`config.mk`:
```
export PLATFORM = sky130hd
export DESIGN_NAME = tri_bus_arbiter
export DESIGN_NICKNAME = d
export VERILOG_FILES = /design/src/rtl/tri_bus_pkg.sv /design/src/rtl/tri_rr_pick.sv /design/src/rtl/tri_bus_arbiter.sv
export SDC_FILE = /design/constraint.sdc
export NUM_CORES = 1
export LEC_CHECK = 0
export BUFFER_PORTS_ARGS = -buffer_cell sky130_fd_sc_hd__buf_2
export CAP_MARGIN = 20
export CORE_AREA = 3 3 59 61
export CTS_BUF_LIST = sky130_fd_sc_hd__clkbuf_4
export CTS_CLUSTER_SIZE = 28
export DETAILED_ROUTE_END_ITERATION = 10
export DIE_AREA = 0 0 62 64
export PLACE_DENSITY = 0.73
export SYNTH_ARGS = -nofsm -noshare
export SYNTH_HDL_FRONTEND = slang
export SYNTH_HIERARCHICAL = 1
export SYNTH_SLANG_ARGS = --single-unit
```
`constraint.sdc`:
```
create_clock -name clk -period 3.6 [get_ports clk]
set_input_delay 0 -clock clk [delete_from_list [all_inputs] [get_ports clk]]
set_output_delay 0 -clock clk [all_outputs]
set_load 0.05 [all_outputs]
```
`src/rtl/tri_bus_pkg.sv`:
```
// Shared types and helpers for the tri-state bus arbiter.
package tri_bus_pkg;

    typedef enum logic [1:0] {
        IDLE  = 2'd0,
        SETUP = 2'd1,
        OWN   = 2'd2,
        DRAIN = 2'd3
    } arb_state_t;

    localparam int TB_MAX_MASTERS = 16;

    function automatic int idx_width(input int n);
        return (n <= 2) ? 1 : $clog2(n);
    endfunction

endpackage

```
`src/rtl/tri_rr_pick.sv`:
```
// Combinational round-robin picker: first set request at or after ptr, wrapping.
module tri_rr_pick
    import tri_bus_pkg::*;
#(
    parameter int N  = 4,
    localparam int IW = idx_width(N)
) (
    input  logic [N-1:0]  req,
    input  logic [IW-1:0] ptr,
    output logic [N-1:0]  win,
    output logic [IW-1:0] idx,
    output logic          any
);

    int j;

    always_comb begin
        win = '0;
        idx = '0;
        any = 1'b0;
        j   = 0;
        for (int i = 0; i < N; i++) begin
            j = int'(ptr) + i;
            if (j >= N) j = j - N;
            if (!any && req[j]) begin
                any    = 1'b1;
                win[j] = 1'b1;
                idx    = IW'(j);
            end
        end
    end

endmodule

```
`src/rtl/tri_bus_arbiter.sv`:
```
// Round-robin arbiter driving one-hot tristate buffer enables with notice and turnaround cycles.
// Optional owner preemption after MAX_HOLD cycles is enabled by defining TRI_ARB_PREEMPT_EN.
//
// state | meaning
// IDLE  | bus free, arbitrate among requests
// SETUP | grant notice to winner, buffers still off
// OWN   | winner drives the bus (en == gnt)
// DRAIN | all buffers off for TURNAROUND cycles
module tri_bus_arbiter
    import tri_bus_pkg::*;
#(
    parameter int N_MASTERS  = 4,
    parameter int TURNAROUND = 1,
    parameter int MAX_HOLD   = 8,
    localparam int IW = idx_width(N_MASTERS)
) (
    input  logic                 clk,
    input  logic                 rst_n,
    input  logic [N_MASTERS-1:0] req,
    output logic [N_MASTERS-1:0] gnt,
    output logic [N_MASTERS-1:0] en,
    output logic [IW-1:0]        owner,
    output logic                 bus_busy
);

    if (N_MASTERS < 2 || N_MASTERS > TB_MAX_MASTERS || TURNAROUND < 1 || TURNAROUND > 7
        || MAX_HOLD < 2) begin : g_param_err
        $error("tri_bus_arbiter: parameter out of range");
    end

    arb_state_t           state;
    logic [IW-1:0]        ptr;
    logic [IW-1:0]        nxt_ptr;
    logic [IW-1:0]        pick_idx;
    logic [N_MASTERS-1:0] pick_win;
    logic                 pick_any;
    logic [2:0]           dcnt;
    logic                 release_own;

    tri_rr_pick #(.N(N_MASTERS)) u_pick (
        .req (req),
        .ptr (ptr),
        .win (pick_win),
        .idx (pick_idx),
        .any (pick_any)
    );

    assign nxt_ptr = (owner == IW'(N_MASTERS - 1)) ? '0 : owner + 1'b1;

`ifdef TRI_ARB_PREEMPT_EN
    localparam int HW = idx_width(MAX_HOLD);
    logic [HW-1:0] hold_cnt;

    // Preempt only when someone else is actually waiting.
    assign release_own = !req[owner]
                       || ((hold_cnt == HW'(MAX_HOLD - 1)) && ((req & ~gnt) != '0));
`else
    assign release_own = !req[owner];
`endif

    always_ff @(posedge clk or negedge rst_n) begin
        if (!rst_n) begin
            state    <= IDLE;
            gnt      <= '0;
            en       <= '0;
            owner    <= '0;
            bus_busy <= 1'b0;
            ptr      <= '0;
            dcnt     <= '0;
`ifdef TRI_ARB_PREEMPT_EN
            hold_cnt <= '0;
`endif
        end else begin
            case (state)
                IDLE: begin
                    if (pick_any) begin
                        gnt      <= pick_win;
                        owner    <= pick_idx;
                        bus_busy <= 1'b1;
                        state    <= SETUP;
                    end
                end
                SETUP: begin
                    if (req[owner]) begin
                        en    <= gnt;
                        state <= OWN;
`ifdef TRI_ARB_PREEMPT_EN
                        hold_cnt <= '0;
`endif
                    end else begin
                        // Aborted grant still rotates priority away from this master.
                        gnt   <= '0;
                        ptr   <= nxt_ptr;
                        dcnt  <= 3'(TURNAROUND - 1);
                        state <= DRAIN;
                    end
                end
                OWN: begin
                    if (release_own) begin
                        gnt   <= '0;
                        en    <= '0;
                        ptr   <= nxt_ptr;
                        dcnt  <= 3'(TURNAROUND - 1);
                        state <= DRAIN;
                    end
`ifdef TRI_ARB_PREEMPT_EN
                    else if (hold_cnt != HW'(MAX_HOLD - 1)) begin
                        hold_cnt <= hold_cnt + 1'b1;
                    end
`endif
                end
                DRAIN: begin
                    if (dcnt == 3'd0) begin
                        bus_busy <= 1'b0;
                        state    <= IDLE;
                    end else begin
                        dcnt <= dcnt - 1'b1;
                    end
                end
                default: state <= IDLE;
            endcase
        end
    end

endmodule
```
Word-level counts from Yosys, hierarchy flattened --
Cells that the tools add are included. Widths: inputs -> output; s select.
Word-level totals: bits in registers 18, input port bits 6, logic and storage cells 122
Operators by class: add/sub/neg operators 9, magnitude comparators 13, equal/unequal tests 10, mux-type cells 55, bitwise operators 4, reductions and logical operators 24
Operators by type and width (count):
- $ge 32x1->1 const B | 4
- $lt 32x4->1 const B | 4
- $mux 32 | 4
- $ge 32x4->1 const B | 3
- $sub 32x4->32 const B | 3
- $mux 4 | 7
- $mux 1 | 20
- $mux 2 | 8
- $pmux 4 s2 | 2
- $reduce_and 3->1 | 5
- $ne 2x2->1 const B | 6
- $or 4x4->4 | 3
- $bmux 1 s2 | 5
- $demux 1 s2 | 4
- $pmux 2 s4 | 1
- $reduce_bool 2->1 | 4
- $logic_and 1x1->1 | 7
- $add 2x2->3 const B | 2
- $eq 2x2->1 const B | 3
- $mux 3 | 2
- $pmux 3 s2 | 1
- $reduce_and 2->1 | 2
- $sub 2x3->4 const B | 1
- $add 2x1->3 const B | 1
- other kinds (11) | 13

Logic depth before layout (Yosys ltp) --
depth in word-level cells 17, depth in mapped cells 10, depth with buffers taken out 8

Modules after synthesis --
The synthesis kept the hierarchy.
By module, submodules not included:
- tri_bus_arbiter | instances 1, cells each 98, area an instance 1033.5 um2, seq. area each 450.4 um2
- tri_rr_pick | instances 1, cells each 48, area an instance 460.4 um2, seq. area each 0.0 um2

Worst setup path after synthesis --
Ideal clock, no wire load.
kind flip-flop to flip-flop, start register ptr[0], end register state[1], setup time 125 ps, data arrival time 2311 ps, path slack 1165 ps, cell stages (with the launch flop) 11, cell sequence dfrtp_1 > buf_6 > inv_1 > ha_1 > mux4_2 > buf_6 > nor3_1 > nand2b_1 > nor2b_1 > a211oi_1 > mux2_2
Between the ends: word-level cells in the longest chain between the ends 17, elaborated cells between the ends (all ways) 39, classes of those cells 7 x add/sub; 4 x order compare; 1 x eq/ne; 20 x mux; 7 x reduce/logical
RTL lines:
- start, declared | RTL line tri_bus_arbiter.sv:32 | logic [IW-1:0] ptr;
- start signal, assigned | RTL line tri_bus_arbiter.sv:93 | ptr <= nxt_ptr;
- start signal, assigned | RTL line tri_bus_arbiter.sv:102 | ptr <= nxt_ptr;
- parallel branches: the longest is 14 deep, another holds $sub 32x4->32
- $mux 1 * | RTL line tri_rr_pick.sv:25 | if (!any && req[j]) begin
- via pick_any | RTL line tri_bus_arbiter.sv:36 | logic pick_any;
- $ne 2x2->1 (no line) *
- $reduce_and 3->1 (no line) *
- end signal, assigned | RTL line tri_bus_arbiter.sv:63 | state <= IDLE;
- end signal, assigned | RTL line tri_bus_arbiter.sv:80 | state <= SETUP;
- end signal, assigned | RTL line tri_bus_arbiter.sv:86 | state <= OWN;
- end, declared | RTL line tri_bus_arbiter.sv:31 | arb_state_t state;
Mark *: on every way through the listed nets, which the timed path passes. The select of a mux whose other input is x is not followed. A chain may end at the register's enable or synchronous reset.

Worst setup path in the final report --
Ends and elaborated chain as after synthesis.

==> flow_summary.yaml <==
outcome:
  status: "finished, final reports clean"
timing:
  hold_violations: 0
  finalSetupTns_ns: 0
  fin_crit_ns: 2.893
  whs_ns: 0.1737
  worst-slew-pin-transition_ns: 0.5188
  post-route-period-util_pct: 80.36
  setup_viol: 0
  rsz0062_at_grt: "false"
  slew_headroom_pct: 65.42
  fmax_ghz: 0.3457
  final_max_slew_viol_count: 0
  skew_ns: 0.008224
cts:
  cts_max_path_buffers: 2
  cts.clk_slew.worst_paths_ns: 0.10
  cts_root_buf: "clkbuf_4"
  htreeDepth: 1
  cts_tree: "built"
  cts_setup_buffers: 0
  cts_resized: 0
  insertion_delay_ns: 0.29
  cts-buffers-inserted: 3
  cts_sinks: 18
  hold_buffers: 1
synth:
  synth_nets: 167
  synth_xor_area_share_pct: 0
  synthTopCellsByCount: "18 x dfrtp_1, 15 x ha_1, 14 x inv_1"
  synth-compound-area-share_pct: 21.44
  synthesis.area_mm2: 0.001494
  synth_fa_ha_area_share_pct: 12.56
  synth.most_common_cell: "dfrtp_1"
  synth.top_cell.area_share_pct: 30.15
  synth_enable_flop_cells: 0
  synth_cell_types: 36
  syn_inst: 146
  synth-seq-cells: 18
  ys.flop_type: "dfrtp_1"
  avgSynthCellArea_um2: 10.23
  synth_area_leaders: "dfrtp_1 30%, ha_1 13%, mux4_1 5.3%"
  synth_top_family_by_area: "compound AO/OA/AOI/OAI gates"
  synth-simple-area-share_pct: 14.24
  ys_async_sr_fraction_pct: 100.0
  synthMuxAreaShare_pct: 14.24
  synth_top_area_cell: "dfrtp_1"
  ys.warnings.count: 6
  synth-seq-area-share_pct: 30.15
worst_setup_path:
  crit_path_max_fanout: 15
  ff2ff_setup_slack_ns: 0.71
  worstSetupPathType: "flop to flop"
  path_delay_family: "multiplexers"
  startpoint_type: "flop"
  end_kind: "flop"
  critPathRequiredTime_ns: 3.77
  arrival_ns: 3.07
  critPathBufInv: 1
  slowest_delay_ns: 0.68
  path_cells: "inv_1, ha_1, mux4_2, nor3_1, nand2b_1, nor2b_1, a211oi_1, mux2_2"
  reg2regPathDepth: 8
  crit_slowest_cell: "dfrtp_1"
  cp.depth: 8
global_routing:
  grtUsageTotal_pct: 15.36
  first_global_vias: 1067
  grt-ovfl-total: 0
  antenna_found_initial: 0
  grt_max_degree: 22
  grt_pass1_wl_um: 4774
route:
  wl_met1_um: 1315
  dr.pass1.iters: 4
  wl_met2_um: 1366
  wl_um: 2751
  remaining_drc_errors: 0
  vias: 1176
  route.met3.wl_um: 69
  highest_layer: "met3"
  routed_via_density: 5.851
  final_antenna_net_count: 0
  wl_per_cell_um: 13.69
  drtIter0Drc: 63
layout:
  utilization_pct: 52.98
  area_growth_pct: 7.370
  fillers: 279
  design_area_mm2: 0.001604
  diodes: 0
  drive_gt1_share_pct: 20.38
  multiInputGateArea_um2: 933.4
  nets: 180
  seq_area_um2: 450.4
die:
  io_pins: 17
  die_area_mm2: 0.003968
  core.rowCount: 20
  die_h_um: 64
  die_x_um: 62
  start_util_pct: 49.34
  core_area_mm2: 0.003028
placed_design:
  place_hpwl_um: 2067
  placed_cell_area_mm2: 0.001572
  port_buffers: 16
  place.gp.congestion: 0.8814
hold_path:
  min-delay-path-class: "input pin to async pin"
run:
  drv_cap: 0
==> worst reg2reg max path, stage by stage, from the launching register on <==
cell      delay (ns)
dfrtp_1         0.68
inv_1           0.19
ha_1            0.40
mux4_2          0.44
nor3_1          0.27
nand2b_1        0.13
nor2b_1         0.25
a211oi_1        0.11
mux2_2          0.29
==> layout by cell type, fill, tap and decap left out, drive strengths merged, types with 5 or more instances in the layout <==
| cell | instances |
|---|---|
| dfrtp | 18 |
| buf | 16 |
| ha | 15 |
| inv | 14 |
| a22oi | 9 |
| o21ai | 8 |
| mux2 | 7 |
| a211o | 6 |
| nand3 | 6 |
| nand2b | 5 |
| o211ai | 5 |
| mux4 | 5 |
==> stage by stage <==
stage	setup WS, ns	std cells
finish	0.7072	201
global route	0.4666	201
CTS	0.7064	201
detailed placement	0.7282	197
global placement	0.8849	197
floorplan	1.165	146
==> final timing paths <==
kind / startpoint / endpoint
max in group asynchronous: rst_n / state[0]
worst min-delay path: rst_n / owner[1]
worst min register to register: dcnt[0] / dcnt[0]
min in group clk: req[3] / owner[1]
worst max-delay path: ptr[0] / state[1]
worst max register to register: ptr[0] / state[1]
==> registers in the layout (all words and copies together) (netlist names) <==
signal	flops
state	2
en	4
bus_busy	1
ptr	2
dcnt	3
gnt	4
owner	2
==> metal layers <==
layer	up-vias	global-route usage [%]
met5	-	0
met2	23	23.96
met4	0	5.570
met1	574	21.35
met3	0	1.818
li1	579	-
==> cell type report <==
type                            count  share of cell area (%)
Timing Repair Buffer               17                   5.616
Multi-Input combinational cell    105                   58.19
Inverter                           14                   3.276
Clock buffer                        3                   1.404
Sequential cell                    18                   28.08
Tap cell                           44                   3.432
==> cell families after synthesis <==
kind of cell,Yosys count
adder cells (fa/ha/maj),15
AO/OA/AOI/OAI,44
flip-flops,18
buffers and inverters,23
multiplexers,13
AND/OR/NAND/NOR,33
Power is left out: the tool's default activity adds up to more than one toggle a clock period on the data nets, which glitch-free logic cannot reach.
